==> src/rtl/apb_master_arbiter.sv <==
// APB master shared by two requesters: round-robin arbitration, one transfer in
// flight, and an ACCESS-phase timeout that ends a stalled transfer as an error.
module apb_master_arbiter #(
  parameter int APB_ADDR_WIDTH = 12,
  parameter int APB_DATA_WIDTH = 32,
  parameter int TIMEOUT_CYCLES = 16
) (
  input  logic                      clk_i,
  input  logic                      rst_i,

  input  logic                      req0_valid_i,
  output logic                      req0_ready_o,
  input  logic [APB_ADDR_WIDTH-1:0] req0_addr_i,
  input  logic                      req0_write_i,
  input  logic [APB_DATA_WIDTH-1:0] req0_wdata_i,
  output logic                      rsp0_valid_o,
  output logic [APB_DATA_WIDTH-1:0] rsp0_rdata_o,
  output logic                      rsp0_err_o,

  input  logic                      req1_valid_i,
  output logic                      req1_ready_o,
  input  logic [APB_ADDR_WIDTH-1:0] req1_addr_i,
  input  logic                      req1_write_i,
  input  logic [APB_DATA_WIDTH-1:0] req1_wdata_i,
  output logic                      rsp1_valid_o,
  output logic [APB_DATA_WIDTH-1:0] rsp1_rdata_o,
  output logic                      rsp1_err_o,

  output logic [APB_ADDR_WIDTH-1:0] paddr_o,
  output logic                      psel_o,
  output logic                      penable_o,
  output logic                      pwrite_o,
  output logic [APB_DATA_WIDTH-1:0] pwdata_o,
  input  logic [APB_DATA_WIDTH-1:0] prdata_i,
  input  logic                      pready_i,
  input  logic                      pslverr_i
);

  localparam logic [7:0] TIMEOUT_LAST = 8'(TIMEOUT_CYCLES - 1);

  typedef enum logic [1:0] {IDLE, SETUP, ACCESS} state_t;

  state_t                    state_reg, state_next;
  logic                      ptr_reg, ptr_next;
  logic                      owner_reg, owner_next;
  logic [7:0]                cnt_reg, cnt_next;
  logic [APB_ADDR_WIDTH-1:0] addr_reg, addr_next;
  logic                      write_reg, write_next;
  logic [APB_DATA_WIDTH-1:0] wdata_reg, wdata_next;

  logic [1:0]                req_valid;
  logic [1:0]                req_write;
  logic [APB_ADDR_WIDTH-1:0] req_addr [2];
  logic [APB_DATA_WIDTH-1:0] req_wdata [2];
  logic [1:0]                grant;
  logic                      winner;
  logic                      done;
  logic [APB_DATA_WIDTH-1:0] done_rdata;
  logic                      done_err;

  assign req_valid    = {req1_valid_i, req0_valid_i};
  assign req_write    = {req1_write_i, req0_write_i};
  assign req_addr[0]  = req0_addr_i;
  assign req_addr[1]  = req1_addr_i;
  assign req_wdata[0] = req0_wdata_i;
  assign req_wdata[1] = req1_wdata_i;

  // With both requesters pending the pointer decides; a lone requester always wins.
  assign winner = (&req_valid) ? ptr_reg : req_valid[1];

  always_comb begin
    state_next = state_reg;
    ptr_next   = ptr_reg;
    owner_next = owner_reg;
    cnt_next   = cnt_reg;
    addr_next  = addr_reg;
    write_next = write_reg;
    wdata_next = wdata_reg;
    grant      = 2'b00;
    done       = 1'b0;
    done_rdata = '0;
    done_err   = 1'b0;
    case (state_reg)
      IDLE: begin
        if (|req_valid) begin
          grant[winner] = 1'b1;
          owner_next    = winner;
          ptr_next      = ~winner;
          addr_next     = req_addr[winner];
          write_next    = req_write[winner];
          wdata_next    = req_wdata[winner];
          cnt_next      = '0;
          state_next    = SETUP;
        end
      end
      SETUP: state_next = ACCESS;
      ACCESS: begin
        // A slave response in the final allowed cycle still completes normally.
        if (pready_i) begin
          done       = 1'b1;
          done_rdata = write_reg ? '0 : prdata_i;
          done_err   = pslverr_i;
          state_next = IDLE;
        end else if (cnt_reg == TIMEOUT_LAST) begin
          done       = 1'b1;
          done_err   = 1'b1;
          cnt_next   = cnt_reg + 8'd1;
          state_next = IDLE;
        end else begin
          cnt_next = cnt_reg + 8'd1;
        end
      end
      default: state_next = IDLE;
    endcase
  end

  always_ff @(posedge clk_i) begin
    if (rst_i) begin
      state_reg <= IDLE;
      ptr_reg   <= 1'b0;
      owner_reg <= 1'b0;
      cnt_reg   <= '0;
      addr_reg  <= '0;
      write_reg <= 1'b0;
      wdata_reg <= '0;
    end else begin
      state_reg <= state_next;
      ptr_reg   <= ptr_next;
      owner_reg <= owner_next;
      cnt_reg   <= cnt_next;
      addr_reg  <= addr_next;
      write_reg <= write_next;
      wdata_reg <= wdata_next;
    end
  end

  // Each requester keeps its own response registers so idle ports hold their last result.
  for (genvar gi = 0; gi < 2; gi++) begin : g_rsp
    logic                      valid_reg;
    logic [APB_DATA_WIDTH-1:0] rdata_reg;
    logic                      err_reg;
    logic                      mine;

    assign mine = done && (owner_reg == 1'(gi));

    always_ff @(posedge clk_i) begin
      if (rst_i) begin
        valid_reg <= 1'b0;
        rdata_reg <= '0;
        err_reg   <= 1'b0;
      end else begin
        valid_reg <= mine;
        if (mine) begin
          rdata_reg <= done_rdata;
          err_reg   <= done_err;
        end
      end
    end
  end

  assign req0_ready_o = grant[0];
  assign req1_ready_o = grant[1];
  assign rsp0_valid_o = g_rsp[0].valid_reg;
  assign rsp0_rdata_o = g_rsp[0].rdata_reg;
  assign rsp0_err_o   = g_rsp[0].err_reg;
  assign rsp1_valid_o = g_rsp[1].valid_reg;
  assign rsp1_rdata_o = g_rsp[1].rdata_reg;
  assign rsp1_err_o   = g_rsp[1].err_reg;

  assign paddr_o   = addr_reg;
  assign pwrite_o  = write_reg;
  assign pwdata_o  = wdata_reg;
  assign psel_o    = (state_reg != IDLE);
  assign penable_o = (state_reg == ACCESS);

endmodule

==> config.mk <==
export PLATFORM = sky130hd
export DESIGN_NAME = apb_master_arbiter
export DESIGN_NICKNAME = d
export VERILOG_FILES = /design/src/rtl/apb_master_arbiter.sv
export SDC_FILE = /design/constraint.sdc
export NUM_CORES = 1
export LEC_CHECK = 0
export ABC_AREA = 1
export CAP_MARGIN = 20
export CORE_UTILIZATION = 35
export DETAILED_ROUTE_END_ITERATION = 12
export GPL_TIMING_DRIVEN = 0
export HOLD_SLACK_MARGIN = 0.06
export PLACE_DENSITY = 0.75
export SLEW_MARGIN = 20
export SYNTH_ARGS = -nofsm -noshare
export SYNTH_HDL_FRONTEND = slang
export SYNTH_SLANG_ARGS = --single-unit
==> constraint.sdc <==
create_clock -name clk_i -period 2.9 [get_ports clk_i]
set_input_delay 0.58 -clock clk_i [delete_from_list [all_inputs] [get_ports clk_i]]
set_output_delay 0.58 -clock clk_i [all_outputs]
set_load 0.02 [all_outputs]
==> reports/results.ini <==
[floorplan]
die_area_mm2=0.0168
die_w_um=130
core_mm2=0.0159
io_pins=245
die_h_um=130
rows=46
start_util_pct=35.9

[power]
powerDensity_mw_per_mm2=559
leakage_nw=4.13
irDropWorstVdd_mv=0.399
finalPower_mw=5.06

[drt]
num_vias=6128
drc=0
first_pass_iters=5
drtIter0Drc=389
wl_per_cell_um=13.6
ant_nets=0
avgViaCountPerCell=4.52
routed_wl_um=18500

[critical_path]
critical_path.startpoint_type=primary input
cp.arrival_ns=2.17
cp_top_family=buffers and inverters
path_buf_inv=4
worstPathMaxFanout=10
max_stage_delay_ns=0.43
end_kind=output pin
crit_path_top_delay_cell=clkdlybuf4s50_1
required_ns=2.32
path_class=in -> out
cp_cell_sequence=clkdlybuf4s50_1 -> nand2_1 -> nand2_1 -> nor2_1 -> buf_2 -> buf_4 -> dlygate4sd2_1
crit_path_frequent_cell=nand2_1

[yosys]
yosysMostFrequentCell=nand2_1
ys.flop_type=dfxtp_1
syn_inst=864
post-synth-top-area-cell=dfxtp_1
synth.area.top_cells=dfxtp_1, nand2_1, inv_1, nor2_1, nand4_1
synth_cell_types=28
synth_common_cells=nand2_1, inv_1, dfxtp_1, nor2_1, nand3_1
syn_avg_cell_area_um2=6.61
syn_area_mm2=0.00571
syn_nets=993
yosysWarnings=0
synth_top_area_share_pct=43.8
synth_seq_cells=125
synth-async-reset-ratio_pct=0
yosysSeqAreaShare_pct=43.8
synth_edf_count=0

[clocking]
clock-sinks=125
cts_buffers=17
cts_tree=done
cts-htree-levels=4
cts_hold_buffers=0
clk_path_buf_depth=2
path_clk_slew_ns=0.05
cts-root-buf=clkbuf_16
worst_skew_pair.late_latency_ns=0.41

[cells_and_area]
multi_input_area_mm2=0.00238
area_delta_synth_final_pct=58.5
fillers=1549
fin_nets=1257
antennaDiodeCount=0
seq_area_mm2=0.00250
layout-drive-gt1-share_pct=6.05

[sta]
finalHoldViolCount=0
drv_slew=0
rsz0062_at_grt=false
period_minus_slack_ns=2.75
fin_setup_tns_ns=0
tightest_slew_ns=0.604
setup_slack_ns=0.148
fmax_mhz=363
max_slew_margin_pct=59.8
setup_viol=0
layout_worst_path_cycle_share_pct=94.9
finClkSkew_ns=0.00672

[global_route]
grt_first_pass_wirelength_um=29100
grt_overflow_total=0
grt_use_total_pct=22.5
grt_pass1_vias=5831
grt_max_degree=17
antenna_found_initial=0

[run]
maxCapViolCount=0

[status]
status=completed

[placed_design]
portBuffers=244
gp_congestion=0.862
dp_hpwl_um=13900
place_ws_ns=-0.228

[worst_hold_path]
worstHoldPathType=reg -> reg

==> timing repair <==
item	in CTS	in global routing
buffers inserted	1	0
resized for setup	2	3
setup endpoints to repair	2	2
==> routing by layer <==
metal / wire length (um) / GRT usage (%) / up-vias
met5: 0 / 0 / -
li1: - / - / 3178
met1: 8030 / 27.7 / 2708
met2: 8750 / 37.0 / 204
met3: 1200 / 5.66 / 38
met4: 539 / 9.99 / 0
==> worst register-to-register path, cell delays in order, from the launching register on <==
cell and delay (ns):
dfxtp_1 0.41, ha_1 0.24, nand3_2 0.14, o21bai_4 0.26, nand3_2 0.23, clkbuf_1 0.32
nor2_1 0.16, nor2_1 0.07
==> metrics by stage <==
step	utilization [%]	cells	area [um^2]	hold WS, ns
after floorplan	-	864	5710	0.455
after global placement	53.0	1324	8420	0.435
after detailed placement	53.0	1324	8420	0.448
after CTS	56.9	1357	9040	0.455
after global routing	57.0	1357	9050	0.482
final	57.0	1357	9050	0.458
==> placed cells by master (no fill, tap or decap), types with 3 or more instances in the layout <==
cell and n:
a21oi_1 8, a22oi_1 20, a31oi_1 11, buf_2 24, buf_4 5, bufinv_16 3, clkbuf_1 25, clkbuf_16 17
clkbuf_8 5, clkdlybuf4s50_1 242, clkinv_2 3, dfxtp_1 125, inv_1 150, nand2_1 261, nand3_1 45, nand3_2 3
nand4_1 43, nor2_1 113, o21ai_0 18
==> power breakdown <==
group | internal [mW] | leakage, nW | switching [mW]
combinational | 0.452 | 2.81 | 0.519
sequential | 1.82 | 1.02 | 0.0548
clock | 1.46 | 0.304 | 0.750
total | 3.74 | 4.13 | 1.32
==> layout make-up <==
class,count,share of cell area (%)
buffer,53,2.79
clock buffer,26,5.63
clock inverter,6,1.16
inverter,153,6.35
multi-input combinational,533,26.3
sequential,125,27.7
tap,216,2.99
timing repair buffer,245,27.1
==> logic make-up (layout without fill, tap and decap cells) <==
family	after synthesis	after routing	synth area share, %
and+or+nand+nor	467	467	34.1
buffers and inverters	206	483	14.4
DFF	125	125	43.8
AOI/OAI and AO/OA	64	64	7.30
adders and majority gates	1	1	0.219
xor gates and xnor gates	1	1	0.153
==> path summary, 6_finish.rpt <==
path,start,to,slack (ns),cells past startpoint
hold reg to reg,rsp1_err_o,rsp1_err_o,0.46,2
setup reg to reg,cnt_reg[0],rsp0_rdata_o[14],0.96,7
hold / removal,rsp1_err_o,rsp1_err_o,0.46,2
setup / recovery,req0_valid_i,req1_ready_o,0.15,7
Power figures use the tool's default switching activity.
==> edit (config.mk and constraints unchanged) <==
Set the parameter `TIMEOUT_CYCLES` to 8 (it was 16).
--- a/src/rtl/apb_master_arbiter.sv
+++ b/src/rtl/apb_master_arbiter.sv
@@ -4,5 +4,5 @@
   parameter int APB_ADDR_WIDTH = 12,
   parameter int APB_DATA_WIDTH = 32,
-  parameter int TIMEOUT_CYCLES = 16
+  parameter int TIMEOUT_CYCLES = 8
 ) (
   input  logic                      clk_i,
Formal check against the unedited RTL: no difference found for any inputs over 4 cycles, from zero or initial values and one cycle with rst_i high; that may be too few to reach the edited logic, so the function may still have changed.
==> edit against the unedited design <==
- hold slack got worse by 0.0064 ns
- area after synthesis down 0.26%
- highest routed layer unchanged
- critical endpoint unchanged
- largest power group unchanged
- power grew 1.7%
- sequential cell count is the same
- worst setup slack better by 0.013 ns
- non-clock buffer count down 3
- synthesized cell count up 1.0%
- wire length is 2.5% higher
- first-iteration DRC count is 5.4% lower
- count of clock-buffer cells in the layout shrank 7
- final area rose by 0.24%
==> edit: results <==
[logic_synthesis]
syn_area_mm2 = 0.00569
ys_async_sr_fraction_pct = 0
synthMuxAreaShare_pct = 0
syn_inst = 873
yosysUniqueCellTypes = 26
synth_compound_gate_area_share_pct = 12.0
seq_area_frac_synth_pct = 43.9
ys_warn_count = 0
synthTopCellsByArea = dfxtp_1, nand2_1, inv_1
synthAdderAreaFrac_pct = 0.220
synth_xor_area_share_pct = 0
netlist_top_cells_count = nand2_1, inv_1, nor2_1, dfxtp_1, o21ai_0
syn_nets = 1002

[global_routing]
grt_pass1_vias = 5842
grtUsageTotal_pct = 23.2
grt_pass1_wl_mm = 29.6
antenna_found_initial = 0
grt_max_degree = 17

[finish]
clock_cell_area_share_pct = 6.98
seq_share_pct = 27.6
multi_input_area_share_pct = 27.0
drive_above_1_share_pct = 5.48
buf_share_pct = 29.5
final_util_pct = 57.1
antenna_cells = 0
n_all_inverters = 145
fin_cells = 1366
nClkBuffers = 19
fillers = 1504
signal_buffers = 295
multi_input_gates = 553

[cts]
clock-sinks = 125
insertion_delay_ns = 0.42
root_buffer = clkbuf_16
cts_max_path_buffers = 2
cts_htree_levels = 4
clkTransAtPathRegs_ns = 0.06
cts_buffers = 17

[power]
swShare_pct = 27.3
peakVddDrop_mv = 0.395
p_leak_nw = 4.11

[place]
dp.cells = 1333
dp.final_hpwl_mm = 14.3
place_area_mm2 = 0.00841
routabilityCongestion = 0.876
preCtsSetupSlack_ns = -0.362
portBuffers = 244

[min_path]
holdCritPathClass = flip-flop to flip-flop

[routing]
first_iter_violations = 368
vias = 6228
wl_mm = 19.0
first_pass_iters = 5

[timing]
tightest_slew_ns = 0.629
clock_skew_ns = 0.00658

[run_status]
status = complete, no violations

[critical_path]
crit_fanout = 10
critPathArrivalTime_ns = 2.16
==> edit: changes by cell type in the layout (fill, tap and decap cells not counted), moves of 3 or more <==
cell / change
o21ai_0: +45
a21oi_1: +37
nand2_1: -30
nor2_1: +26
nand3_1: -23
nand4_1: -16
a22oi_1: -11
a31oi_1: -7
inv_1: -7
buf_2: -5
clkbuf_8: -4
clkinvlp_4: +4
clkinv_4: +3
==> edit: power groups by stage <==
stage          clock network (mW)  logic, mW  registers, mW
2_1_floorplan                   0      0.352           2.03
3_3_place_gp                    0      0.965           1.91
3_5_place_dp                    0      0.970           1.91
4_1_cts                      2.32      0.987           1.88
5_1_grt                      2.41       1.07           1.89
6_report                     2.28      0.984           1.88
==> edit: critical path: stages <==
cell and delay (ns):
clkdlybuf4s50_1 0.47, nand2_1 0.17, nand2_1 0.20, nor2_4 0.16, buf_4 0.21, dlygate4sd2_1 0.35
==> edit: final timing paths <==
check,from,end,slack [ns],depth (start not counted)
min reg2reg,rsp0_err_o$_SDFFE_PP0P_,rsp0_err_o$_SDFFE_PP0P_,0.45,2
max,req0_valid_i,req1_ready_o,0.16,6
max reg2reg,cnt_reg[0]$_SDFFE_PP0P_,rsp1_rdata_o[21]$_SDFFE_PP0P_,0.94,7
min,rsp0_err_o$_SDFFE_PP0P_,rsp0_err_o$_SDFFE_PP0P_,0.45,2
==> edit: per-layer routing <==
layer	share of wire [%]	wire length, um	vias to the layer above	track usage, %
li1	-	-	3217	-
met1	41	7840	2729	27.0
met2	47	8920	247	38.8
met3	9.5	1800	35	8.26
met4	2.3	434	0	8.96
met5	0	0	-	0
==> edit: what timing repair did <==
| action | 4_1_cts | 5_1_grt |
|---|---|---|
| setup buffers | 2 | 0 |
| pin swaps | 1 | 0 |
| gates resized for setup | 5 | 1 |
| endpoints found under the setup margin | 2 | 2 |
